### src/rtl/dac_pkg.sv
// Shared constants, state type and code saturation helper for the segmented DAC encoder.
// No ports: imported by dac_segment_encoder and dwa_rotator.
package dac_pkg;

    localparam int N_BIN     = 7;
    localparam int N_THERM   = 17;
    localparam int CODE_W    = 12;
    localparam int CODE_MAX  = N_THERM * (2 ** N_BIN) + (2 ** N_BIN) - 1;
    localparam int PU_CYCLES = 16;
    localparam int PD_CYCLES = 4;
    localparam int PTR_W     = $clog2(N_THERM);
    localparam int NU_W      = $clog2(N_THERM + 1);
    localparam int CNT_W     = $clog2(PU_CYCLES);

    typedef enum logic [1:0] {
        OFF,
        WAKE,
        RUN,
        DRAIN
    } dac_enc_state_t;

    // Returns {clipped, code}; codes above full scale clip to CODE_MAX.
    function automatic logic [CODE_W:0] sat_code(input logic [CODE_W-1:0] c);
        logic [CODE_W-1:0] lim;
        lim = CODE_W'(CODE_MAX);
        if (c > lim) begin
            return {1'b1, lim};
        end
        return {1'b0, c};
    endfunction

endpackage

### src/rtl/dwa_rotator.sv
// Unit-cell selector: n active units placed from ptr (DWA) or from unit 0, plus next pointer.
// Ports: n_i, ptr_i, dem_en_i in; mask_o (N_THERM), ptr_next_o out. Purely combinational.
module dwa_rotator
    import dac_pkg::*;
(
    input  logic [NU_W-1:0]    n_i,
    input  logic [PTR_W-1:0]   ptr_i,
    input  logic               dem_en_i,
    output logic [N_THERM-1:0] mask_o,
    output logic [PTR_W-1:0]   ptr_next_o
);

    logic [N_THERM-1:0]   base;
    logic [2*N_THERM-1:0] wide;
    logic [PTR_W:0]       sum;

    always_comb begin
        base = '0;
        for (int k = 0; k < N_THERM; k++) begin
            base[k] = (NU_W'(k) < n_i);
        end
        // Rotate left by ptr: bits pushed past the top fold back to unit 0.
        wide = {{N_THERM{1'b0}}, base} << ptr_i;
        sum  = (PTR_W + 1)'(ptr_i) + (PTR_W + 1)'(n_i);
        if (dem_en_i) begin
            mask_o = wide[N_THERM-1:0] | wide[2*N_THERM-1:N_THERM];
            if (sum >= (PTR_W + 1)'(N_THERM)) begin
                ptr_next_o = PTR_W'(sum - (PTR_W + 1)'(N_THERM));
            end else begin
                ptr_next_o = PTR_W'(sum);
            end
        end else begin
            mask_o     = base;
            ptr_next_o = ptr_i;
        end
    end

endmodule

### src/rtl/dac_segment_encoder.sv
// Segmented DAC front end: power sequencing FSM, 2-stage code pipeline, DWA, complements.
// Ports: clk, rstb, enable, dem_en, code, code_valid in; ready, pdb, datain(b), datatherm(b), sat_flag out.
module dac_segment_encoder
    import dac_pkg::*;
(
    input  logic               clk,
    input  logic               rstb,
    input  logic               enable,
    input  logic               dem_en,
    input  logic [CODE_W-1:0]  code,
    input  logic               code_valid,
    output logic               ready,
    output logic               pdb,
    output logic [N_BIN-1:0]   datain,
    output logic [N_BIN-1:0]   datainb,
    output logic [N_THERM-1:0] datatherm,
    output logic [N_THERM-1:0] datathermb,
    output logic               sat_flag
);

    dac_enc_state_t     state_q, state_d;
    logic [CNT_W-1:0]   cnt_q, cnt_d;

    logic [CODE_W-1:0]  s1_code_q;
    logic               s1_sat_q;
    logic [CODE_W:0]    sat_w;

    logic [PTR_W-1:0]   ptr_q, ptr_d, ptr_next;
    logic               dem_q;
    logic [NU_W-1:0]    n_s2;
    logic [N_BIN-1:0]   lsb_s2;
    logic [N_THERM-1:0] mask_s2;
    logic               live;

    logic               pdb_q, pdb_d;
    logic               sat_q, sat_d;
    logic [N_BIN-1:0]   in_q, in_d, inb_q, inb_d;
    logic [N_THERM-1:0] th_q, th_d, thb_q, thb_d;

    always_comb begin
        state_d = state_q;
        cnt_d   = cnt_q;
        unique case (state_q)
            OFF: begin
                if (enable) begin
                    state_d = WAKE;
                    cnt_d   = '0;
                end
            end
            WAKE: begin
                if (!enable) begin
                    state_d = DRAIN;
                    cnt_d   = '0;
                end else if (cnt_q == CNT_W'(PU_CYCLES - 1)) begin
                    state_d = RUN;
                    cnt_d   = '0;
                end else begin
                    cnt_d = cnt_q + 1'b1;
                end
            end
            RUN: begin
                if (!enable) begin
                    state_d = DRAIN;
                    cnt_d   = '0;
                end
            end
            DRAIN: begin
                if (cnt_q == CNT_W'(PD_CYCLES - 1)) begin
                    state_d = OFF;
                    cnt_d   = '0;
                end else begin
                    cnt_d = cnt_q + 1'b1;
                end
            end
            default: begin
                state_d = OFF;
                cnt_d   = '0;
            end
        endcase
    end

    assign ready  = (state_q == RUN);
    assign sat_w  = sat_code(code);
    assign n_s2   = NU_W'(s1_code_q >> N_BIN);
    assign lsb_s2 = s1_code_q[N_BIN-1:0];

    // The output word follows the state being entered, so the drain
    // zero words and the all-zero OFF bus line up with pdb.
    assign live = (state_d == RUN);

    dwa_rotator u_dwa (
        .n_i        (n_s2),
        .ptr_i      (ptr_q),
        .dem_en_i   (dem_en),
        .mask_o     (mask_s2),
        .ptr_next_o (ptr_next)
    );

    always_comb begin
        ptr_d = ptr_q;
        if (dem_en != dem_q) begin
            ptr_d = '0;
        end else if (live && dem_en) begin
            ptr_d = ptr_next;
        end
    end

    always_comb begin
        in_d  = '0;
        inb_d = '0;
        th_d  = '0;
        thb_d = '0;
        sat_d = 1'b0;
        pdb_d = (state_d != OFF);
        if (live) begin
            in_d  = lsb_s2;
            inb_d = ~lsb_s2;
            th_d  = mask_s2;
            thb_d = ~mask_s2;
            sat_d = s1_sat_q;
        end else if (state_d != OFF) begin
            inb_d = '1;
            thb_d = '1;
        end
    end

    always_ff @(posedge clk or negedge rstb) begin
        if (!rstb) begin
            state_q   <= OFF;
            cnt_q     <= '0;
            s1_code_q <= '0;
            s1_sat_q  <= 1'b0;
            ptr_q     <= '0;
            dem_q     <= 1'b0;
            pdb_q     <= 1'b0;
            sat_q     <= 1'b0;
            in_q      <= '0;
            inb_q     <= '0;
            th_q      <= '0;
            thb_q     <= '0;
        end else begin
            state_q <= state_d;
            cnt_q   <= cnt_d;
            if (ready && code_valid) begin
                s1_sat_q  <= sat_w[CODE_W];
                s1_code_q <= sat_w[CODE_W-1:0];
            end
            ptr_q <= ptr_d;
            dem_q <= dem_en;
            pdb_q <= pdb_d;
            sat_q <= sat_d;
            in_q  <= in_d;
            inb_q <= inb_d;
            th_q  <= th_d;
            thb_q <= thb_d;
        end
    end

    assign pdb        = pdb_q;
    assign sat_flag   = sat_q;
    assign datain     = in_q;
    assign datainb    = inb_q;
    assign datatherm  = th_q;
    assign datathermb = thb_q;

endmodule

### config.mk
export PLATFORM = sky130hd
export DESIGN_NAME = dac_segment_encoder
export DESIGN_NICKNAME = d
export VERILOG_FILES = /design/src/rtl/dac_pkg.sv /design/src/rtl/dwa_rotator.sv /design/src/rtl/dac_segment_encoder.sv
export SDC_FILE = /design/constraint.sdc
export NUM_CORES = 1
export LEC_CHECK = 0
export ABC_AREA = 1
export CORE_AREA = 2 2 103 105
export DETAILED_ROUTE_END_ITERATION = 6
export DIE_AREA = 0 0 105 107
export PLACE_DENSITY = 0.67
export SLEW_MARGIN = 20
export SYNTH_ARGS = -nofsm -noshare
export SYNTH_HDL_FRONTEND = slang
export SYNTH_SLANG_ARGS = --single-unit
### constraint.sdc
create_clock -name clk -period 6.1 [get_ports clk]
set_input_delay 1.22 -clock clk [delete_from_list [all_inputs] [get_ports clk]]
set_output_delay 1.22 -clock clk [all_outputs]
set_load 0.03 [all_outputs]
==> flow_summary.rst, run 1 <==
.. list-table::
   :header-rows: 1

   * - Metric
     - Value
   * - Result of the run
     - complete, no violations
   * - Total of buffers placed on input and output ports
     - 67
   * - R2R cell count
     - 7
   * - Floorplan die area
     - 11,200 um^2
   * - Die span in y
     - 107 um
   * - Cell chosen for the clock root
     - clkbuf_8
   * - Worst-margin pin slew
     - 985 ps
   * - Clock slew seen by the registers of the worst setup and hold paths
     - 80 ps
   * - Reg-to-reg slack, setup
     - 3450 ps
   * - Number of buffers created by CTS
     - 9
   * - Number of buffer and inverter instances along the worst setup path
     - 2
   * - Overflow after GRT
     - 0
   * - H-Tree Depth
     - 3
   * - Register area share after synthesis
     - 0.421
   * - CTS tree
     - built
   * - Ys Warns
     - 0
   * - Number of antenna violations at the first check in global routing
     - 0
   * - Reg area
     - 1880 um^2
   * - M1 WL
     - 5.84 mm
   * - Final Setup Violations
     - 0
   * - Number of max-slew violations in the final report
     - 0
   * - Sort of element at the start of the critical path
     - primary input
   * - Wire length of the first global-routing pass
     - 20.9 mm
   * - Worst-case hold path end point
     - datainb[0]
   * - Delay of the slowest cell on the worst path
     - 750 ps
   * - CP max FO
     - 20
   * - Time the final worst path needs with I/O delays and setup
     - 3320 ps
   * - Nets
     - 701
   * - Length of routed met2 wiring
     - 5.83 mm
   * - Setup bufs post-CTS
     - 0
   * - Worst Skew
     - 13.9 ps
   * - Sort of element at the end of the critical path
     - flip-flop
   * - Post-synthesis instance area
     - 4460 um^2
   * - Maximum frequency from static timing analysis
     - 301 MHz
   * - Class of the most critical hold timing path
     - reg -> reg
   * - Number of gates resized after cts
     - 0
   * - Initial cell density of the core
     - 0.442
   * - Combined area of the multi-input logic cells
     - 2240 um^2
   * - Count of filler cells inserted in the layout
     - 1,032
   * - ANT cells
     - 0
   * - Number of buffers on the longest clock path
     - 2
   * - Max-cap violations
     - 0
   * - Pwr/cell area
     - 665 nW/um^2
   * - DP HPWL
     - 9.56 mm
   * - Drt first pass iters
     - 5
   * - Final TNS setup
     - 0 ps
   * - Total GRT Usage
     - 0.237
   * - Total DRC errors in the routed layout
     - 0
   * - Normalized max-slew margin
     - 0.344
   * - Top layer in use
     - met4
   * - Worst-skew pair later-pin latency
     - 360 ps
   * - Average via count per standard cell
     - 5.54
   * - Leakage Power
     - 2.50 nW
   * - Sinks on Clock Net
     - 75
   * - Average instance area after synthesis
     - 7.14 um^2
   * - FF-to-FF Start
     - cnt_q[1]
   * - Routed wire length
     - 13.0 mm
   * - Die X
     - 105 um
   * - Gate count of the mapped netlist
     - 624
   * - Placeable core area
     - 10,100 um^2
   * - I/O pin total
     - 68
   * - Routed length on met3
     - 996 um
   * - Endpoint of the lowest-slack register-to-register path
     - datathermb[0]
   * - Arrival time of the worst setup path
     - 3510 ps
   * - Leading cell type in the layout, fill and taps excluded
     - nand2_1
   * - Total count of hold-check failures in the final report
     - 0
   * - Slowest-stage cell, CP
     - a21oi_2
   * - #FFs+latches synth
     - 75
   * - # rows
     - 37
   * - Quantity of hold-fixing buffers added after cts
     - 0
   * - Min-Delay Path Depth
     - 1
   * - Hold_sp
     - s1_code_q[0]
   * - Top Family by Delay on Critical Path
     - compound AO/OA/AOI/OAI gates
   * - Residual antenna-violating net count after detailed routing
     - 0
   * - Vias
     - 4,513
   * - Unrepaired setup endpoints after global routing
     - false
   * - Iteration-0 DRC count of the detailed router
     - 538
   * - Maximum vdd drop
     - 0.242 mV
   * - WL/cell
     - 15.9 um
   * - Highest-count cells in the layout ignoring fill and taps
     - nand2_1 (152), nand3_1 (131), dfrtp_1 (75), clkdlybuf4s50_1 (66), inv_1 (47)
   * - Vias in the first global route
     - 4,116
   * - Part of the cycle the worst path needs
     - 0.544
   * - Worst Path Class, Setup
     - in -> reg
   * - GPL Wtd Cong
     - 0.958
   * - Nets in the synthesized netlist
     - 651
   * - Pin count of the biggest net entering global routing
     - 76
   * - Area Overhead vs Synth
     - 21.0%
   * - PnR Total Power
     - 0.00359 W
   * - Critical-path cell list
     - clkdlybuf4s50_1 -> nand2_1 -> a21oi_2 -> inv_1 -> nor2_1 -> a21oi_1
   * - Required @ worst endpoint
     - 6290 ps
   * - Startpoint of the worst setup timing path
     - enable
   * - Layout cell share with drive strength beyond 1
     - 0.0501
   * - Post-synth cell types
     - 33
## layer usage
metal  track usage  vias to the layer above
li1              -                     2182
met1         0.331                     2085
met2         0.366                      218
met3        0.0486                       28
met4        0.0838                        0
met5             0                        -
## through the flow
step	setup slack [ps]	utilization	hold slack [ps]	area [um^2]	std cells
6_report	2780	0.535	467	5400	815
4_1_cts	2820	0.535	467	5400	815
3_5_place_dp	2460	0.514	456	5180	799
3_3_place_gp	2560	0.514	454	5180	799
5_1_grt	2530	0.535	488	5400	815
2_1_floorplan	3720	-	437	4460	624
## area by class of cell
cell class | instances | share of cell area
Timing Repair Buffer | 70 | 0.128
Clock buffer | 11 | 0.0281
Inverter | 55 | 0.0383
Clock inverter | 5 | 0.0111
Tap cell | 136 | 0.0315
Sequential cell | 75 | 0.348
Multi-Input combinational cell | 463 | 0.415
## Yosys cell counts, drive strengths merged
| library cell | number | area, um^2 |
|---|---|---|
| nand3 | 131 | 656 |
| or2 | 1 | 6.26 |
| o211ai | 1 | 7.51 |
| buf | 16 | 77.6 |
| ha | 9 | 113 |
| nand2 | 153 | 577 |
| clkbuf | 15 | 56.3 |
| xnor2 | 3 | 26.3 |
| o31ai | 2 | 15.0 |
| o21ai | 53 | 277 |
| nand3b | 2 | 15.0 |
| a21oi | 40 | 208 |
| dfrtp | 75 | 1880 |
| inv | 53 | 199 |
| nand4 | 9 | 56.3 |
| fa | 1 | 20.0 |
| nor3 | 2 | 10.0 |
| a31oi | 3 | 18.8 |
| a32o | 1 | 10.0 |
| nor2 | 49 | 204 |
| xor2 | 1 | 8.76 |
| clkinv | 2 | 7.51 |
| o22ai | 1 | 6.26 |
| a211oi | 1 | 7.51 |
## flip-flops by register name, indices dropped and copies added, names as in the netlist
register,cells
s1_sat_q,1
cnt_q,4
pdb,1
datain,7
ptr_q,5
state_q,2
s1_code_q,12
sat_flag,1
datatherm,17
dem_q,1
datainb,7
datathermb,17
## worst max-delay path by stage
stage,depth (start not counted),to,slack (ps)
finish,6,datathermb[0],2780
global route,6,datathermb[0],2530
CTS,6,datathermb[0],2820
detailed placement,6,datathermb[0],2460
global placement,6,datathermb[5],2560
floorplan,11,ptr_q[1],3720
## cell families after synthesis
kind of cell | after synthesis | share of synthesized area
AOI/OAI and AO/OA | 102 | 0.123
xor gates and xnor gates | 4 | 0.00786
adders and majority gates | 10 | 0.0298
buffers and inverters | 86 | 0.0763
DFF | 75 | 0.421
and+or+nand+nor | 347 | 0.342
## power by group
| part | internal (W) | switching, W |
|---|---|---|
| logic | 0.000771 | 0.00159 |
| registers | 0.000698 | 0.000132 |
| clock network | 0.000213 | 0.000185 |
(Power assumes the default switching activity.)
==> run 2: changes to the inputs <==
==> constraint.sdc (replaced) <==
create_clock -name clk -period 3.1 [get_ports clk]
set_input_delay 0.62 -clock clk [delete_from_list [all_inputs] [get_ports clk]]
set_output_delay 0.62 -clock clk [all_outputs]
set_load 0.03 [all_outputs]
==> run 2 against run 1 <==
Final cell count up 1.1%. Register-to-register slack worse by 2900 ps. Sequential power grew 94%. Flip-flop and latch count did not move. Setup slack lost 2200 ps. Power increased by 99%. Clock power rose by 100%. Via count shrank 0.20%. Combinational power increased by 100%. Non-clock buffer count up 9.
==> flow_summary.rst, run 2 (synthesized netlist as in run 1, its figures left out) <==
.. list-table::
   :header-rows: 1

   * - Metric
     - Value
   * - Result of the run
     - complete, no violations (unchanged)
   * - Setup bufs post-CTS
     - 0 (unchanged)
   * - Max-cap violations
     - 0 (unchanged)
   * - WL/cell
     - 16.2 um (was 15.9 um)
   * - Final TNS setup
     - 0 ps (unchanged)
   * - I/O pin total
     - 68 (unchanged)
   * - Reg-to-reg slack, setup
     - 550 ps (was 3450 ps)
   * - Number of buffers created by CTS
     - 9 (unchanged)
   * - Average via count per standard cell
     - 5.47 (was 5.54)
   * - Routed wire length
     - 13.3 mm (was 13.0 mm)
   * - Area Overhead vs Synth
     - 22.5% (was 21.0%)
   * - Slowest-stage cell, CP
     - dfrtp_1 (was a21oi_2)
   * - FF-to-FF Start
     - s1_code_q[8] (was cnt_q[1])
   * - Number of buffers on the longest clock path
     - 2 (unchanged)
   * - Maximum vdd drop
     - 0.649 mV (was 0.242 mV)
   * - Sort of element at the end of the critical path
     - flip-flop (unchanged)
   * - Post-placement worst setup slack
     - 502 ps (was 2460 ps)
   * - Worst Skew
     - 17.1 ps (was 13.9 ps)
   * - Iteration-0 DRC count of the detailed router
     - 329 (was 538)
   * - Die X
     - 105 um (unchanged)
   * - Top Family by Delay on Critical Path
     - flip-flops (was compound AO/OA/AOI/OAI gates)
   * - Cell chosen for the clock root
     - clkbuf_8 (unchanged)
   * - Critical-path cell list
     - inv_1 -> fa_1 -> xnor2_1 -> nor2_1 -> nand3b_1 -> nand2_1 -> nand2_1 -> nand2_1 -> o21ai_0 -> o21ai_0 (was clkdlybuf4s50_1 -> nand2_1 -> a21oi_2 -> inv_1 -> nor2_1 -> a21oi_1)
   * - Number of buffer and inverter instances along the worst setup path
     - 1 (was 2)
   * - Pin count of the biggest net entering global routing
     - 76 (unchanged)
   * - Count of filler cells inserted in the layout
     - 1,050 (was 1,032)
   * - Quantity of hold-fixing buffers added after cts
     - 0 (unchanged)
   * - Maximum frequency from static timing analysis
     - 393 MHz
   * - PnR Total Power
     - 0.00716 W (was 0.00359 W)
   * - Endpoint of the lowest-slack register-to-register path
     - ptr_q[1] (was datathermb[0])
   * - Worst path most repeated cell
     - nand2_1
   * - Overflow after GRT
     - 0 (unchanged)
   * - CTS tree
     - built (unchanged)
   * - GPL Wtd Cong
     - 0.983 (was 0.958)
   * - Arrival time of the worst setup path
     - 2770 ps (was 3510 ps)
   * - DP HPWL
     - 10.2 mm (was 9.56 mm)
   * - Sinks on Clock Net
     - 75 (unchanged)
   * - Total count of hold-check failures in the final report
     - 0 (unchanged)
   * - Initial cell density of the core
     - 0.442 (unchanged)
   * - Instance count on the critical path
     - 10 (was 6)
   * - Worst Path Class, Setup
     - reg -> reg (was in -> reg)
   * - Wire length of the first global-routing pass
     - 22.2 mm (was 20.9 mm)
   * - # rows
     - 37 (unchanged)
   * - Number of gates resized after cts
     - 0 (unchanged)
   * - Leading cell type in the layout, fill and taps excluded
     - nand2_1 (unchanged)
   * - Floorplan die area
     - 11,200 um^2 (unchanged)
   * - Number of antenna violations at the first check in global routing
     - 0 (unchanged)
   * - Final Setup Violations
     - 0 (unchanged)
   * - H-Tree Depth
     - 3 (unchanged)
   * - Normalized max-slew margin
     - 0.406 (was 0.344)
   * - R2R cell count
     - 10 (was 7)
   * - Delay of the slowest cell on the worst path
     - 580 ps (was 750 ps)
   * - Drt first pass iters
     - 6 (was 5)
   * - CP max FO
     - 10 (was 20)
   * - Highest-count cells in the layout ignoring fill and taps
     - nand2_1 (152), nand3_1 (131), dfrtp_1 (75), clkdlybuf4s50_1 (66), inv_1 (47) (unchanged)
   * - Nets
     - 710 (was 701)
   * - Class of the most critical hold timing path
     - in -> async (was reg -> reg)
   * - Time the final worst path needs with I/O delays and setup
     - 2550 ps
   * - Vias in the first global route
     - 4,350 (was 4,116)
   * - Capturing element of the worst setup path
     - ptr_q[1] (was datathermb[0])
   * - Required @ worst endpoint
     - 3330 ps (was 6290 ps)
   * - Die span in y
     - 107 um (unchanged)
   * - Residual antenna-violating net count after detailed routing
     - 0 (unchanged)
   * - Number of max-slew violations in the final report
     - 0 (unchanged)
   * - ANT cells
     - 0 (unchanged)
   * - Clock slew seen by the registers of the worst setup and hold paths
     - 90 ps (was 80 ps)
   * - Worst-margin pin slew
     - 891 ps (was 985 ps)
   * - Total DRC errors in the routed layout
     - 0 (unchanged)
   * - Vias
     - 4,504 (was 4,513)
   * - Part of the cycle the worst path needs
     - 0.822
   * - Layout cell share with drive strength beyond 1
     - 0.0625 (was 0.0501)
   * - Sort of element at the start of the critical path
     - flip-flop (was primary input)
   * - Worst-skew pair later-pin latency
     - 360 ps (about the same)
   * - Startpoint of the worst setup timing path
     - s1_code_q[8] (was enable)
   * - Placeable core area
     - 10,100 um^2 (unchanged)
   * - Pwr/cell area
     - 1310 nW/um^2 (was 665 nW/um^2)
   * - Leakage Power
     - 2.54 nW (was 2.50 nW)
   * - Total of buffers placed on input and output ports
     - 67 (unchanged)
   * - Worst-case setup margin in the final layout
     - 553 ps (was 2780 ps)
   * - Total GRT Usage
     - 0.252 (was 0.237)
   * - Unrepaired setup endpoints after global routing
     - false (unchanged)
-- run 2: worst register-to-register path: stages (launching register included) --
cell and delay [ps]:
dfrtp_1 580, inv_1 230, fa_1 490, xnor2_1 340, nor2_1 130, nand3b_1 130
nand2_1 60, nand2_1 180, nand2_1 70, o21ai_0 90, o21ai_0 110
-- run 2: per-stage QoR --
stage	instances	area, um^2	util	hold WS (ps)
finish	824	5460	0.541	372
detailed placement	808	5250	0.520	454
global route	824	5460	0.541	452
global placement	808	5250	0.520	449
floorplan	624	4460	-	324
CTS	824	5460	0.541	406
-- run 2: power breakdown --
group | internal [W] | leakage [nW] | switching [W]
Clock | 0.000404 | 0.105 | 0.000398
Sequential | 0.00137 | 0.901 | 0.000238
Combinational | 0.00158 | 1.54 | 0.00316
-- run 2: how the worst min path moves through the flow --
stage                  to  slack (ps)
2_1_floorplan    cnt_q[0]         320
3_3_place_gp   datainb[2]         450
3_5_place_dp   datainb[6]         450
4_1_cts          cnt_q[0]         410
5_1_grt          cnt_q[0]         450
6_report         cnt_q[0]         370
-- run 2: cell type report --
class	count	area [um^2]	share of cell area
Multi-Input combinational cell	463	2240	0.410
Timing Repair Buffer	79	758	0.139
Sequential cell	75	1880	0.344
Inverter	55	206	0.0378
Tap cell	136	170	0.0312
Clock buffer	10	138	0.0252
Clock inverter	6	71.3	0.0131
-- run 2: per-layer routing --
layer,vias up,wire length (um),GRT usage
li1,2199,-,-
met4,0,282,0.0829
met5,-,0,0
met1,2134,6160,0.360
met2,152,6090,0.390
met3,19,774,0.0450
